<file path="src/rtl/dsi_pkg.sv">
// Shared constants and helpers for the DSI byte packer/unpacker family.
package dsi_pkg;

  localparam int unsigned c_max_word_bytes = 4;
  localparam int unsigned c_in_size_w      = 4;
  localparam int unsigned c_out_size_w     = 3;
  localparam int unsigned c_count_w        = 5;

  // Larger of two byte counts; used to size the byte buffer.
  function automatic int unsigned f_max(input int unsigned a, input int unsigned b);
    return (a > b) ? a : b;
  endfunction

endpackage

</file>
<file path="src/rtl/dsi_byte_extract.sv">
// Picks the n oldest buffer bytes and lays them out MSB-first with a valid mask.
module dsi_byte_extract
  import dsi_pkg::*;
#(
  parameter int unsigned g_output_bytes = 3
) (
  input  logic [8*g_output_bytes-1:0] buf_i,
  input  logic [c_out_size_w-1:0]     n_i,
  output logic [8*g_output_bytes-1:0] group_c_o,
  output logic [g_output_bytes-1:0]   mask_c_o
);

  // Oldest byte k lands at output byte n-1-k; positions at n and above stay zero.
  always_comb begin
    group_c_o = '0;
    mask_c_o  = '0;
    for (int unsigned i = 0; i < g_output_bytes; i++) begin
      if (i < 32'(n_i)) begin
        mask_c_o[i] = 1'b1;
        for (int unsigned k = 0; k < g_output_bytes; k++) begin
          if (k + i + 1 == 32'(n_i)) begin
            group_c_o[8*i +: 8] = buf_i[8*k +: 8];
          end
        end
      end
    end
  end

endmodule

</file>
<file path="src/rtl/dsi_unpacker.sv">
// Splits variable-size input words into consumer-sized MSB-first byte groups.
module dsi_unpacker
  import dsi_pkg::*;
#(
  parameter int unsigned g_input_bytes  = 4,
  parameter int unsigned g_output_bytes = 3
) (
  input  logic                        clk_i,
  input  logic                        rst_i,
  input  logic [8*g_input_bytes-1:0]  d_i,
  input  logic [c_in_size_w-1:0]      d_size_i,
  input  logic                        d_valid_i,
  output logic                        d_req_o,
  input  logic [c_out_size_w-1:0]     q_size_i,
  input  logic                        q_req_i,
  input  logic                        q_flush_i,
  output logic [8*g_output_bytes-1:0] q_o,
  output logic [g_output_bytes-1:0]   q_valid_o,
  output logic                        d_empty_o
);

  localparam int unsigned c_buf_bytes = 2 * f_max(g_input_bytes, g_output_bytes) + 2;
  localparam int unsigned c_buf_w     = 8 * c_buf_bytes;
  localparam int unsigned c_in_w      = 8 * g_input_bytes;
  localparam int unsigned c_out_w     = 8 * g_output_bytes;
  localparam int unsigned c_space_w   = c_count_w + 1;
  localparam int unsigned c_shift_w   = c_count_w + 3;

  logic [c_count_w-1:0]    count_q, count_d;
  logic [c_buf_w-1:0]      buf_q, buf_d;
  logic [c_out_w-1:0]      q_q, q_d;
  logic [g_output_bytes-1:0] q_valid_q, q_valid_d;
  logic                    empty_q, empty_d;

  logic                    d_size_ok_c;
  logic                    q_size_ok_c;
  logic                    pop_c;
  logic                    push_c;
  logic                    flush_out_c;
  logic [c_count_w-1:0]    pop_n_c;
  logic [c_count_w-1:0]    push_n_c;
  logic [c_count_w-1:0]    keep_n_c;
  logic [c_space_w-1:0]    space_c;
  logic [c_in_w-1:0]       word_c;
  logic [c_shift_w-1:0]    pop_shift_c;
  logic [c_shift_w-1:0]    keep_shift_c;
  logic [c_out_size_w-1:0] n_sel_c;
  logic [c_out_w-1:0]      group_c;
  logic [g_output_bytes-1:0] mask_c;

  // Request qualification, input acceptance and byte accounting.
  always_comb begin
    d_size_ok_c = (d_size_i != '0) && (32'(d_size_i) <= g_input_bytes);
    q_size_ok_c = (q_size_i != '0) && (32'(q_size_i) <= g_output_bytes);
    pop_c       = q_req_i && !q_flush_i && q_size_ok_c &&
                  (count_q >= c_count_w'(q_size_i));
    pop_n_c     = pop_c ? c_count_w'(q_size_i) : '0;
    // Room counts bytes freed by a same-cycle pop.
    space_c     = c_space_w'(c_buf_bytes) - c_space_w'(count_q) + c_space_w'(pop_n_c);
    d_req_o     = !rst_i && !q_flush_i && (space_c >= c_space_w'(g_input_bytes));
    push_c      = d_valid_i && d_req_o;
    // Illegal sizes are accepted but contribute no bytes.
    push_n_c    = (push_c && d_size_ok_c) ? c_count_w'(d_size_i) : '0;
    keep_n_c    = count_q - pop_n_c;
    flush_out_c = q_flush_i && (count_q != '0);
    n_sel_c     = q_flush_i
                ? ((count_q > c_count_w'(g_output_bytes)) ? c_out_size_w'(g_output_bytes)
                                                          : c_out_size_w'(count_q))
                : q_size_i;
  end

  dsi_byte_extract #(
    .g_output_bytes (g_output_bytes)
  ) u_extract (
    .buf_i     (buf_q[c_out_w-1:0]),
    .n_i       (n_sel_c),
    .group_c_o (group_c),
    .mask_c_o  (mask_c)
  );

  // Shift out popped bytes and merge the new word behind the kept ones.
  always_comb begin
    word_c = '0;
    for (int unsigned b = 0; b < g_input_bytes; b++) begin
      if (b < 32'(push_n_c)) begin
        word_c[8*b +: 8] = d_i[8*b +: 8];
      end
    end
    pop_shift_c  = {pop_n_c, 3'b000};
    keep_shift_c = {keep_n_c, 3'b000};
    buf_d        = (buf_q >> pop_shift_c) | (c_buf_w'(word_c) << keep_shift_c);
    count_d      = keep_n_c + push_n_c;
    if (q_flush_i) begin
      buf_d   = '0;
      count_d = '0;
    end
    empty_d = (count_d == '0);
  end

  // Output group: valid for one cycle after a pop or non-empty flush, otherwise held.
  always_comb begin
    q_d       = q_q;
    q_valid_d = '0;
    if (flush_out_c || pop_c) begin
      q_d       = group_c;
      q_valid_d = mask_c;
    end
  end

  // State and output registers with synchronous reset.
  always_ff @(posedge clk_i) begin
    if (rst_i) begin
      count_q   <= '0;
      buf_q     <= '0;
      q_q       <= '0;
      q_valid_q <= '0;
      empty_q   <= 1'b1;
    end else begin
      count_q   <= count_d;
      buf_q     <= buf_d;
      q_q       <= q_d;
      q_valid_q <= q_valid_d;
      empty_q   <= empty_d;
    end
  end

  assign q_o       = q_q;
  assign q_valid_o = q_valid_q;
  assign d_empty_o = empty_q;

endmodule

</file>
<file path="config.mk">
export PLATFORM = sky130hd
export DESIGN_NAME = dsi_unpacker
export DESIGN_NICKNAME = d
export VERILOG_FILES = /design/src/rtl/dsi_pkg.sv /design/src/rtl/dsi_byte_extract.sv /design/src/rtl/dsi_unpacker.sv
export SDC_FILE = /design/constraint.sdc
export NUM_CORES = 1
export LEC_CHECK = 0
export CAP_MARGIN = 20
export CORE_AREA = 2 2 177 179
export CTS_BUF_LIST = sky130_fd_sc_hd__clkbuf_4
export DETAILED_ROUTE_END_ITERATION = 8
export DIE_AREA = 0 0 179 181
export PLACE_DENSITY = 0.42
export SYNTH_ARGS = -nofsm -noshare
export SYNTH_HDL_FRONTEND = slang
export SYNTH_HIERARCHICAL = 1
export SYNTH_SLANG_ARGS = --single-unit
</file>
<file path="constraint.sdc">
create_clock -name clk_i -period 7.5 [get_ports clk_i]
set_clock_uncertainty 0.2 [all_clocks]
set_input_delay 1.5 -clock clk_i [delete_from_list [all_inputs] [get_ports clk_i]]
set_output_delay 1.5 -clock clk_i [all_outputs]
set_load 0.1 [all_outputs]
</file>
## Word-level counts from Yosys, hierarchy flattened

Cells that the tools add are included.

| storage, ports and cells | value |
|---|---|
| flip-flop bits (word level) | 113 |
| output and inout bits | 29 |
| logic and storage cells | 73 |

| operators by class | value |
|---|---|
| add/subtract/negate cells | 4 |
| magnitude comparators | 12 |
| equality and inequality tests | 5 |
| shift-type cells | 2 |
| multiplexer cells | 24 |
| bitwise gates (word level) | 2 |
| reduce and logical (&&, ||, !) cells | 19 |

Operator list:

| cell | number |
|---|---|
| 8-bit two-way mux | 16 |
| 80-bit bitwise OR | 1 |
| 32-bit by 8-bit << shifter with 80-bit output | 1 |
| 80-bit by 6-bit right shift with 80-bit output | 1 |
| 1-bit logical AND | 10 |
| 3-bit two-way mux | 3 |
| 1-bit by 4-bit less-than comparator with 1-bit output, first input constant | 2 |
| 2-bit by 4-bit less-than comparator with 1-bit output, first input constant | 2 |
| 6-bit by 3-bit adder with 6-bit output | 1 |
| 2-bit by 3-bit equality test with 1-bit output, first input constant | 2 |
| 3-bit equality test, first input constant | 2 |
| 6-bit by 3-bit greater-or-equal comparator with 1-bit output, second input constant | 1 |
| 1-bit by 3-bit less-than comparator with 1-bit output, first input constant | 2 |
| 4-bit by 5-bit subtractor with 6-bit output, first input constant | 1 |
| 5-bit by 4-bit adder with 5-bit output | 1 |
| 5-bit by 3-bit greater-or-equal comparator with 1-bit output | 1 |
| 5-bit by 2-bit > comparator with 1-bit output, second input constant | 1 |
| 5-bit logical NOT | 1 |
| 5-bit two-way mux | 1 |
| 5-bit nonzero test | 1 |
| 5-bit by 3-bit subtractor with 5-bit output | 1 |
| 4-bit by 3-bit <= comparator with 1-bit output, second input constant | 1 |
| 4-bit two-way mux | 1 |
| 4-bit nonzero test | 1 |
| 9 further kinds | 13 |

## Longest topological paths before layout

Gate-level depths: netlist of the first run.

| depth | value |
|---|---|
| word-level depth | 15 |
| depth in mapped cells | 25 |

## Cells and area by module

The synthesis of the first run kept the hierarchy.

Modules (own cells, without submodules):

| module | times used | cells each | area an instance (µm²) | seq. area each (µm²) |
|---|---|---|---|---|
| dsi_unpacker | 1 | 929 | 7597.3 | 2262.2 |
| dsi_byte_extract | 1 | 103 | 794.5 | 0.0 |

## Worst setup path after synthesis of the first run

OpenSTA, ideal clock, no wires.

| timing path | value |
|---|---|
| kind | input -> output |
| from | input port q_size_i[1] |
| to | output port d_req_o |
| arrival time | 5.535 ns |
| data required time | 5.800 ns |
| slack | 0.265 ns |
| cell stages on the path | 16 |
| buffers on the path | 3 |
| path through | clkbuf_1 > inv_1 > ha_1 > a21oi_1 > o21a_1 > a21boi_2 > inv_2 > buf_2 > buf_1 > ha_1 > nor2b_1 > nor2_1 > ha_1 > o21ai_0 > a211oi_2 > a21oi_1 |

| between the ends | value |
|---|---|
| word-level cells in the longest chain between the ends | 8 |

Ends and longest elaborated chain:

| what | RTL line | source |
|---|---|---|
| start: declaration | dsi_unpacker.sv:14 | `input logic [c_out_size_w-1:0] q_size_i,` |
| 3-bit by 2-bit <= comparator with 1-bit output or 3-bit nonzero test (tied branches) | dsi_unpacker.sv:54 | `q_size_ok_c = (q_size_i != '0) && (32'(q_size_i) <= g_output_bytes);` |
| 1-bit logical AND | dsi_unpacker.sv:54 |  |
| 1-bit logical AND (2 in a row) | dsi_unpacker.sv:55 | `pop_c = q_req_i && !q_flush_i && q_size_ok_c &&` |
| 3-bit two-way mux * | dsi_unpacker.sv:57 | `pop_n_c = pop_c ? c_count_w'(q_size_i) : '0;` |
| 6-bit by 3-bit adder with 6-bit output * | dsi_unpacker.sv:59 | `space_c = c_space_w'(c_buf_bytes) - c_space_w'(count_q) + c_space_w'(pop_n_c);` |
| 6-bit by 3-bit greater-or-equal comparator with 1-bit output * | dsi_unpacker.sv:60 | `d_req_o = !rst_i && !q_flush_i && (space_c >= c_space_w'(g_input_bytes));` |
| 1-bit logical AND * | dsi_unpacker.sv:60 |  |
| end: declaration | dsi_unpacker.sv:13 | `output logic d_req_o,` |

Mark *: on every way between the ends. The rest lies on a longest branch, timed or not.

## Final worst setup path of the first run

| timing path | value |
|---|---|
| from | input port q_size_i[2] |
| to | output port d_req_o |

Same word-level chain as after synthesis.

==> results of run 1 <==
[worst min-delay path by stage]
stage	startpoint	endpoint	slack [ns]	cells after the start
6_report	q_o[23]	q_o[23]	0.30	2
3_3_place_gp	q_o[6]	q_o[6]	0.28	2
4_1_cts	q_o[23]	q_o[23]	0.32	2
2_1_floorplan	buf_q[72]	buf_q[72]	0.28	2
5_1_grt	q_o[4]	q_o[4]	0.34	2
3_5_place_dp	q_o[22]	q_o[22]	0.29	2
[where the power goes]
part / total [W] / internal [W] / switching (W) / leakage [nW]
Sequential: 0.000634 / 0.000616 / 0.0000187 / 0.912
Clock: 0.000528 / 0.000235 / 0.000294 / 0.157
Combinational: 0.000484 / 0.000161 / 0.000323 / 2.43
[final cells by class]
class / instances / area (um2) / area share (%)
clock inverter: 15 / 182.7 / 1.884
sequential: 113 / 2262 / 23.33
multi-input combinational: 797 / 5608 / 57.83
tap: 396 / 495.5 / 5.110
clock buffer: 17 / 127.6 / 1.316
inverter: 24 / 90.09 / 0.9290
timing repair buffer: 98 / 928.4 / 9.574
antenna: 1 / 2.502 / 0.02581
[Yosys cell counts, drive strengths merged, types with 15 or more instances]
cell type / number / area [um2]
a22oi: 23 / 172.7
o221ai: 17 / 148.9
buf: 50 / 304.0
o21ai: 63 / 326.6
nor2: 58 / 217.7
ha: 19 / 237.7
and3: 16 / 100.1
inv: 23 / 86.34
mux2i: 78 / 780.8
nand2: 75 / 281.5
o2bb2ai: 22 / 192.7
nand3: 37 / 190.2
a21oi: 103 / 515.5
dfxtp: 113 / 2262
a221o: 28 / 280.3
clkbuf: 49 / 183.9
o32ai: 27 / 236.5
nor2b: 23 / 151.4
nand4: 15 / 100.1
[layer usage]
layer	global-route usage, %	routed length (um)
met5	0	0
met4	3.187	123
met2	30.31	14690
met1	30.38	15850
met3	3.157	1763
[kinds of logic after synthesis]
group,Yosys count,synth area share [%]
buf+inv,123,6.888
flops,113,26.96
simple gates,293,18.80
compound gates,388,32.92
xor+xnor,5,0.5218
other cells,2,0.08949
fa+ha+maj,21,3.310
mux,87,10.51
[cells in the final DEF, fill, tap and decap left out, drive strengths merged, types with 16 or more instances in the layout]
| cell type | count |
|---|---|
| a22oi | 23 |
| nand3 | 37 |
| mux2i | 78 |
| inv | 27 |
| nor2 | 58 |
| nand2 | 75 |
| ha | 19 |
| clkbuf | 17 |
| o21ai | 63 |
| buf | 29 |
| a21oi | 103 |
| o2bb2ai | 22 |
| a221o | 28 |
| o221ai | 17 |
| nor2b | 23 |
| and3 | 16 |
| clkdlybuf4s50 | 69 |
| dfxtp | 113 |
| o32ai | 27 |
[metrics by stage]
stage          hold slack (ns)  cell area, um2
2_1_floorplan           0.2783            8396
3_3_place_gp            0.2753            9364
3_5_place_dp            0.2869            9364
4_1_cts                 0.3184            9674
5_1_grt                 0.3363            9697
6_report                0.3048            9697
[worst min-delay path, stage by stage, from the launching register on]
cell	delay, ns
sky130_fd_sc_hd__dfxtp_1	0.34
sky130_fd_sc_hd__mux2i_1	0.06
sky130_fd_sc_hd__nor2_1	0.07
[state kept, by name, indices dropped and copies added, names as in the netlist]
name	cells
buf_q	80
q_o	24
count_q	5
q_valid_o	3
d_empty_o	1
==> impl_metrics.csv, run 1 <==
group,metric,value,unit
clock_tree,clkSinkCount,113,
clock_tree,post_cts_resize_count,0,
critical_path,r2r-end,"d_empty_o",
global_route,grt_max_degree,64,
power,max-vdd-ir-drop,0.1036,mV
die,count_of_standard_cell_rows,64,
layout,finalNetCount,1116,
power,power_per_cell_area,169.8,nW/um2
clock_tree,holdBufCountCts,0,
global_route,total_global_routing_track_utilization,20.13,%
critical_path,cp-start-kind,"primary input",
sta,setup_viol,0,
placement,place_congestion,0.8512,
critical_path,timing.critical_path.required,5.80,ns
routing,detail_route.wl_per_cell,22.19,um
sta,worst_slew_pin_slew,1.049,ns
layout,area_delta_synth_final,15.55,%
routing,first_pass_iters,7,
clock_tree,cts_tree,"built",
sta,headroom_to_the_max_slew_limit,29.54,%
critical_path,dominant_cell_type_by_count_on_the_critical_path,"sky130_fd_sc_hd__ha_1",
placement,hpwlAfterDp,23510,um
critical_path,cp-startpoint,"q_size_i[2]",
routing,postRouteAntennaNets,0,
layout,proportion_of_layout_cells_with_a_drive_suffix_above_1,10.15,%
clock_tree,clk-insertion-delay-late,0.55,ns
sta,achievable-frequency,154.7,MHz
synth,synth_seq_cells,113,
critical_path,worst-r2r-cell-count,20,
critical_path,timing.reg2reg.setup_slack,2.61,ns
synth,postSynth.asyncResetShare,0,%
critical_path,cp.buffers_inverters,5,
min_path,hold_class,"flop to flop",
layout,fill_cells,3197,
routing,drt-initial-drc-count,764,
placement,dp.cells,1427,
clock_tree,post-cts-setup-buffers,0,
critical_path,timing.critical_path.slowest_stage_cell,"sky130_fd_sc_hd__clkdlybuf4s50_1",
routing,route.detailed.drc,0,
status,run_status,"finished, final reports clean",
synth,synth.yosys.seq_area_share,26.96,%
sta,final_critical_path_setup_slack,1.037,ns
critical_path,cpPeakStageDelay,0.51,ns
critical_path,worst_setup_path_end_kind,"output pin",
sta,timing.final.max_slew_violations,0,
die,start_util,27.65,%
synth,synth_cells,1032,
critical_path,cp_num_cells,15,
critical_path,crit_chain,"clkdlybuf4s50_1, inv_1, ha_1, a21oi_1, o21a_1, a21boi_2, inv_2, ha_1, inv_1, ha_1, ha_1, or3_4, a211oi_2, a21oi_1, buf_12",
die,die_height,181,um
clock_tree,htree_levels,4,
power,p_leak,3.502,nW
synth,count_of_different_cell_masters_after_synthesis,78,
sta,period_share,86.17,%
sta,rsz0062_at_grt,"false",
clock_tree,numCtsBuffers,17,
global_route,grt_first_pass_wirelength,50290,um
critical_path,worst-setup-path-type,"primary input to output pin",
synth,post_synth_edffs,0,
critical_path,timing.critical_path.max_delay_family,"adder cells",
placement,placement.setup.worst_slack,1.003,ns
routing,vias_per_cell,5.718,
synth,yosysWarningCount,6,
run,maxCapViolations,0,
sta,period_minus_slack,6.463,ns
global_route,overflow_after_grt,0,
synth,yosys_most_used_dff,"sky130_fd_sc_hd__dfxtp_1",
critical_path,setup.worst_path.end,"d_req_o",
synth,syn_avg_cell_area,8.132,um2
clock_tree,clk_root_buffer_cell,"sky130_fd_sc_hd__clkbuf_4",
critical_path,worstPathArrival,4.76,ns
layout,finish.utilization,31.95,%
synth,post_synthesis_cell_area,8392,um2
global_route,initial_antenna_violation_count,1,
die,core_region_area,30350,um2
critical_path,top_fanout_value_on_the_critical_path,3,
die,dieWidth,179,um
sta,fin_setup_tns,0,ns
routing,routed_wirelength,32420,um
global_route,grt_pass1_vias,7781,
clock_tree,clock_tree.buffer_depth,2,
layout,finalNonFillerCells,1461,
placement,port_buffers,72,
clock_tree,clkSlewWorstSetupHoldPaths,0.12,ns
critical_path,r2r_start,"count_q[4]",
power,post-layout-total-power,0.001647,W
die,io_pins,73,
sta,report.final.hold_viol_count,0,
die,die-area,32400,um2
routing,via_count,8354,
Note: power is estimated with default switching activity, not from simulation.
==> run 2, diff against run 1 <==
--- a/config.mk
+++ b/config.mk
@@ -11,6 +11,7 @@
 export DETAILED_ROUTE_END_ITERATION = 8
 export DIE_AREA = 0 0 179 181
 export PLACE_DENSITY = 0.42
+export SLEW_MARGIN = 20
 export SYNTH_ARGS = -nofsm -noshare
 export SYNTH_HDL_FRONTEND = slang
 export SYNTH_HIERARCHICAL = 1
==> impl_metrics.csv, run 2 (synthesis results as in run 1) <==
group,metric,value,unit
routing,vias_per_cell,5.708,
layout,regMostFlops,"buf_q",
critical_path,timing.critical_path.max_delay_family,"adder cells",
die,die-area,32400,um2
routing,drt-initial-drc-count,765,
global_route,grt_pass1_vias,7781,
global_route,initial_antenna_violation_count,1,
sta,period_share,86.18,%
clock_tree,post_cts_resize_count,0,
layout,postLayoutCellArea,9704,um2
layout,mostFrequentLayoutCells,"sky130_fd_sc_hd__dfxtp_1, sky130_fd_sc_hd__a21oi_1, sky130_fd_sc_hd__mux2i_1",
power,p_leak,3.505,nW
routing,first_pass_iters,6,
routing,via_count,8339,
run,maxCapViolations,0,
sta,period_minus_slack,6.463,ns
placement,hpwlAfterDp,23510,um
status,run_status,"finished, final reports clean",
sta,headroom_to_the_max_slew_limit,28.23,%
die,core_region_area,30350,um2
layout,area_delta_synth_final,15.64,%
min_path,hold_class,"flop to flop",
clock_tree,holdBufCountCts,0,
layout,finish.utilization,31.98,%
placement,dp.cells,1427,
clock_tree,post-cts-setup-buffers,0,
placement,port_buffers,72,
clock_tree,htree_levels,4,
sta,achievable-frequency,154.7,MHz
layout,proportion_of_layout_cells_with_a_drive_suffix_above_1,10.15,%
sta,fin_setup_tns,0,ns
min_path,timing.hold.worst.start,"q_o[23]",
die,start_util,27.65,%
layout,finalNetCount,1116,
critical_path,worst-setup-path-type,"primary input to output pin",
routing,postRouteAntennaNets,0,
global_route,total_global_routing_track_utilization,20.13,%
global_route,grt_first_pass_wirelength,50290,um
critical_path,timing.critical_path.slowest_stage_cell,"sky130_fd_sc_hd__clkdlybuf4s50_1",
placement,place_congestion,0.8512,
global_route,overflow_after_grt,0,
placement,detailed_place.area,9364,um2
routing,routed_wirelength,32290,um
min_path,min_delay_path_depth,2,
layout,finalNonFillerCells,1461,
critical_path,crit_chain,"clkdlybuf4s50_1, inv_1, ha_1, a21oi_1, o21a_1, a21boi_2, inv_2, ha_1, inv_1, ha_1, ha_1, or3_4, a211oi_2, a21oi_1, buf_12",
critical_path,cp-start-kind,"primary input",
die,die_height,181,um
clock_tree,cts_tree,"built",
critical_path,worst-r2r-cell-count,20,
power,max-vdd-ir-drop,0.1036,mV
critical_path,timing.critical_path.required,5.80,ns
sta,timing.final.max_slew_violations,0,
clock_tree,clk_root_buffer_cell,"sky130_fd_sc_hd__clkbuf_4",
sta,worst_slew_pin_slew,1.068,ns
layout,largest_register_ffs,80,
critical_path,worstPathArrival,4.76,ns
power,power_per_cell_area,169.7,nW/um2
routing,route.detailed.drc,0,
critical_path,cpPeakStageDelay,0.50,ns
critical_path,r2r_start,"count_q[3]",
die,io_pins,73,
routing,detail_route.wl_per_cell,22.10,um
critical_path,cp.buffers_inverters,5,
global_route,grt_max_degree,64,
die,dieWidth,179,um
sta,setup_viol,0,
clock_tree,clock_tree.buffer_depth,2,
layout,layout_commonest_cell,"sky130_fd_sc_hd__dfxtp_1",
critical_path,cp_num_cells,15,
critical_path,dominant_cell_type_by_count_on_the_critical_path,"sky130_fd_sc_hd__ha_1",
clock_tree,numCtsBuffers,17,
critical_path,top_fanout_value_on_the_critical_path,3,
critical_path,timing.reg2reg.setup_slack,2.62,ns
sta,report.final.hold_viol_count,0,
sta,rsz0062_at_grt,"false",
clock_tree,clkSinkCount,113,
clock_tree,clk-insertion-delay-late,0.54,ns
critical_path,r2r-end,"d_empty_o",
min_path,worst_hold_path.endpoint,"q_o[23]",
clock_tree,clkSlewWorstSetupHoldPaths,0.12,ns
die,count_of_standard_cell_rows,64,
critical_path,worst_setup_path_end_kind,"output pin",
run 2: changes by cell type in the layout (fill, tap and decap cells not counted):
cell	previous run	this run
sky130_fd_sc_hd__buf_12	2	1
sky130_fd_sc_hd__buf_16	0	1
run 2: worst min-delay path: cells and delay by family, from the launching register on:
kind	cells	cell delay [ns]
flops	1	0.34
simple gates	1	0.07
mux	1	0.06
run 2: layer usage:
metal / GRT usage (%) / wire length (um) / vias up
met2: 30.31 / 14620 / 289
met1: 30.38 / 15850 / 4040
li1: - / - / 4002
met3: 3.157 / 1682 / 8
met5: 0 / 0 / -
met4: 3.187 / 144 / 0
run 2: worst max-delay path by stage:
| stage | to | start | slack, ns |
|---|---|---|---|
| after floorplan | d_req_o | q_size_i[1] | 0.26 |
| after global placement | d_req_o | q_size_i[2] | 1.09 |
| after detailed placement | d_empty_o | q_size_i[2] | 1.00 |
| after CTS | d_req_o | q_size_i[2] | 1.02 |
| after global routing | d_req_o | q_flush_i | 0.83 |
| final | d_req_o | q_size_i[2] | 1.04 |
run 2: metrics by stage:
stage | hold slack [ns] | power [W] | worst slack, ns
finish | 0.3054 | 0.001647 | 1.037
CTS | 0.3184 | 0.001653 | 1.019
floorplan | 0.2783 | 0.0009844 | 0.2646
global placement | 0.2753 | 0.001127 | 1.089
detailed placement | 0.2869 | 0.001124 | 1.003
global route | 0.3363 | 0.001730 | 0.8297
run 2: power by group:
part | internal (W) | leakage [nW] | switching [W]
sequential | 0.000616 | 0.912 | 0.0000187
clock | 0.000235 | 0.157 | 0.000293
combinational | 0.000163 | 2.44 | 0.000323
total | 0.00101 | 3.51 | 0.000634
run 2: cell type report:
type / instances / area [um2]
diodes: 1 / 2.502
clock buffers: 17 / 127.6
clock inverters: 15 / 182.7
fillers: 3195 / 20640
inverters: 24 / 90.09
multi-input cells: 797 / 5608
flip-flops and latches: 113 / 2262
well taps: 396 / 495.5
repair buffers: 98 / 935.9
==> run 3, diff against run 2 <==
--- a/config.mk
+++ b/config.mk
@@ -6,11 +6,11 @@
 export NUM_CORES = 1
 export LEC_CHECK = 0
 export CAP_MARGIN = 20
-export CORE_AREA = 2 2 177 179
+export CORE_AREA = 2 2 126 128
 export CTS_BUF_LIST = sky130_fd_sc_hd__clkbuf_4
 export DETAILED_ROUTE_END_ITERATION = 8
-export DIE_AREA = 0 0 179 181
-export PLACE_DENSITY = 0.42
+export DIE_AREA = 0 0 128 130
+export PLACE_DENSITY = 0.75
 export SLEW_MARGIN = 20
 export SYNTH_ARGS = -nofsm -noshare
 export SYNTH_HDL_FRONTEND = slang
==> constraint.sdc (replaced) <==
create_clock -name clk_i -period 6.3 [get_ports clk_i]
set_clock_uncertainty 0.2 [all_clocks]
set_input_delay 1.26 -clock clk_i [delete_from_list [all_inputs] [get_ports clk_i]]
set_output_delay 1.26 -clock clk_i [all_outputs]
set_load 0.1 [all_outputs]
==> impl_metrics.csv, run 3 (synthesis results as in run 1) <==
group,metric,value,unit
clock_tree,clkSlewWorstSetupHoldPaths,0.11,ns
global_route,total_global_routing_track_utilization,31.66,%
global_route,grt_pass1_vias,7771,
sta,setup_viol,0,
sta,headroom_to_the_max_slew_limit,25.01,%
clock_tree,clk-insertion-delay-late,0.55,ns
critical_path,timing.critical_path.required,4.84,ns
die,start_util,54.40,%
layout,area_delta_synth_final,12.49,%
placement,hpwlAfterDp,18730,um
critical_path,worst-setup-path-type,"primary input to output pin",
status,run_status,"finished, final reports clean",
global_route,grt_max_degree,87,
critical_path,top_fanout_value_on_the_critical_path,3,
critical_path,worstPathArrival,4.46,ns
global_route,initial_antenna_violation_count,1,
routing,drt-initial-drc-count,1134,
sta,worst_hold_slack,0.3026,ns
placement,detailed_place.area,9117,um2
layout,layout_commonest_cell,"sky130_fd_sc_hd__dfxtp_1",
die,count_of_standard_cell_rows,46,
routing,top_layer,"met4",
layout,postLayoutCellArea,9440,um2
clock_tree,clock_tree.buffer_depth,2,
min_path,hold_class,"flop to flop",
sta,achievable-frequency,168.8,MHz
sta,worst_slew_pin_slew,1.125,ns
die,core_region_area,15420,um2
critical_path,cp-start-kind,"primary input",
clock_tree,htree_levels,4,
placement,place_congestion,0.9300,
clock_tree,numCtsBuffers,17,
layout,regMostFlops,"buf_q",
layout,finalNetCount,1115,
die,dieWidth,128,um
power,power_per_cell_area,202.8,nW/um2
routing,route.met2.wl,12180,um
global_route,overflow_after_grt,0,
sta,period_share,94.02,%
run,maxCapViolations,0,
layout,proportion_of_layout_cells_with_a_drive_suffix_above_1,10.16,%
sta,period_minus_slack,5.923,ns
routing,postRouteAntennaNets,0,
clock_tree,clkSinkCount,113,
power,max-vdd-ir-drop,0.1023,mV
routing,vias_per_cell,6.846,
routing,route.layer.met1.wl,11260,um
layout,largest_register_ffs,80,
power,p_leak,3.487,nW
routing,first_pass_iters,6,
clock_tree,cts_tree,"built",
global_route,grt_first_pass_wirelength,41970,um
clock_tree,post_cts_resize_count,0,
routing,route.detailed.drc,0,
placement,port_buffers,72,
clock_tree,holdBufCountCts,0,
die,die_height,130,um
sta,rsz0062_at_grt,"false",
routing,detail_route.wl_per_cell,21.14,um
clock_tree,clk_root_buffer_cell,"sky130_fd_sc_hd__clkbuf_4",
routing,via_count,8598,
routing,routed_wirelength,26550,um
layout,mostFrequentLayoutCells,"sky130_fd_sc_hd__dfxtp_1, sky130_fd_sc_hd__a21oi_1, sky130_fd_sc_hd__mux2i_1",
sta,report.final.hold_viol_count,0,
die,io_pins,73,
clock_tree,post-cts-setup-buffers,0,
critical_path,worst_setup_path_end_kind,"output pin",
routing,met3_length,2469,um
sta,timing.final.max_slew_violations,0,
die,die-area,16640,um2
layout,fill_cells,1424,
sta,fin_setup_tns,0,ns
[run 3: changes by cell type in the layout (fill, tap and decap cells not counted), sizes merged]
cell           change
buf                -2
clkdlybuf4s50      +1
clkinvlp           +2
inv                -2
[run 3: report_power, final]
group	internal [W]	switching (W)	leakage [nW]
Clock	0.000278	0.000321	0.151
Sequential	0.000733	0.0000217	0.912
Combinational	0.000193	0.000369	2.42
[run 3: final timing paths]
path	startpoint	endpoint	slack, ns	cells after the start
worst max-delay path	q_size_i[2]	d_req_o	0.38	15
worst min register to register	q_o[6]	q_o[6]	0.30	2
worst min-delay path	q_o[6]	q_o[6]	0.30	2
worst max register to register	count_q[3]	d_empty_o	1.41	20
[run 3: layout make-up]
class | instances | area (um2) | area share, %
Multi-Input combinational cell | 797 | 5619 | 59.52
Sequential cell | 113 | 2262 | 23.96
Timing Repair Buffer | 97 | 913.4 | 9.675
Tap cell | 192 | 240.2 | 2.545
Clock inverter | 15 | 185.2 | 1.962
Clock buffer | 17 | 127.6 | 1.352
Inverter | 24 | 90.09 | 0.9543
Antenna cell | 1 | 2.502 | 0.02651
[run 3: critical path, cell delays in order]
cell and delay [ns]:
sky130_fd_sc_hd__clkdlybuf4s50_1 0.50, sky130_fd_sc_hd__inv_1 0.09, sky130_fd_sc_hd__ha_1 0.35, sky130_fd_sc_hd__a21oi_1 0.10, sky130_fd_sc_hd__o21a_1 0.22, sky130_fd_sc_hd__a21boi_2 0.18, sky130_fd_sc_hd__inv_2 0.06, sky130_fd_sc_hd__ha_1 0.27
sky130_fd_sc_hd__inv_1 0.04, sky130_fd_sc_hd__ha_1 0.21, sky130_fd_sc_hd__ha_1 0.22, sky130_fd_sc_hd__or3_4 0.38, sky130_fd_sc_hd__a211oi_2 0.30, sky130_fd_sc_hd__a21oi_2 0.11, sky130_fd_sc_hd__buf_12 0.18
[run 3: metal layers]
layer / vias up / global-route usage [%]
li1: 3998 / -
met1: 4059 / 42.89
met2: 491 / 50.80
met3: 50 / 5.945
met4: 0 / 11.18
met5: - / 0
[run 3: metrics by stage]
step / setup WS [ns] / utilization (%) / instances / total power [W]
2_1_floorplan: 0.001816 / - / 1033 / 0.001172
3_3_place_gp: 0.2228 / 59.11 / 1223 / 0.001308
3_5_place_dp: 0.1250 / 59.11 / 1223 / 0.001314
4_1_cts: 0.3844 / 61.14 / 1255 / 0.001901
5_1_grt: 0.2499 / 61.20 / 1256 / 0.001983
6_report: 0.3767 / 61.20 / 1256 / 0.001914
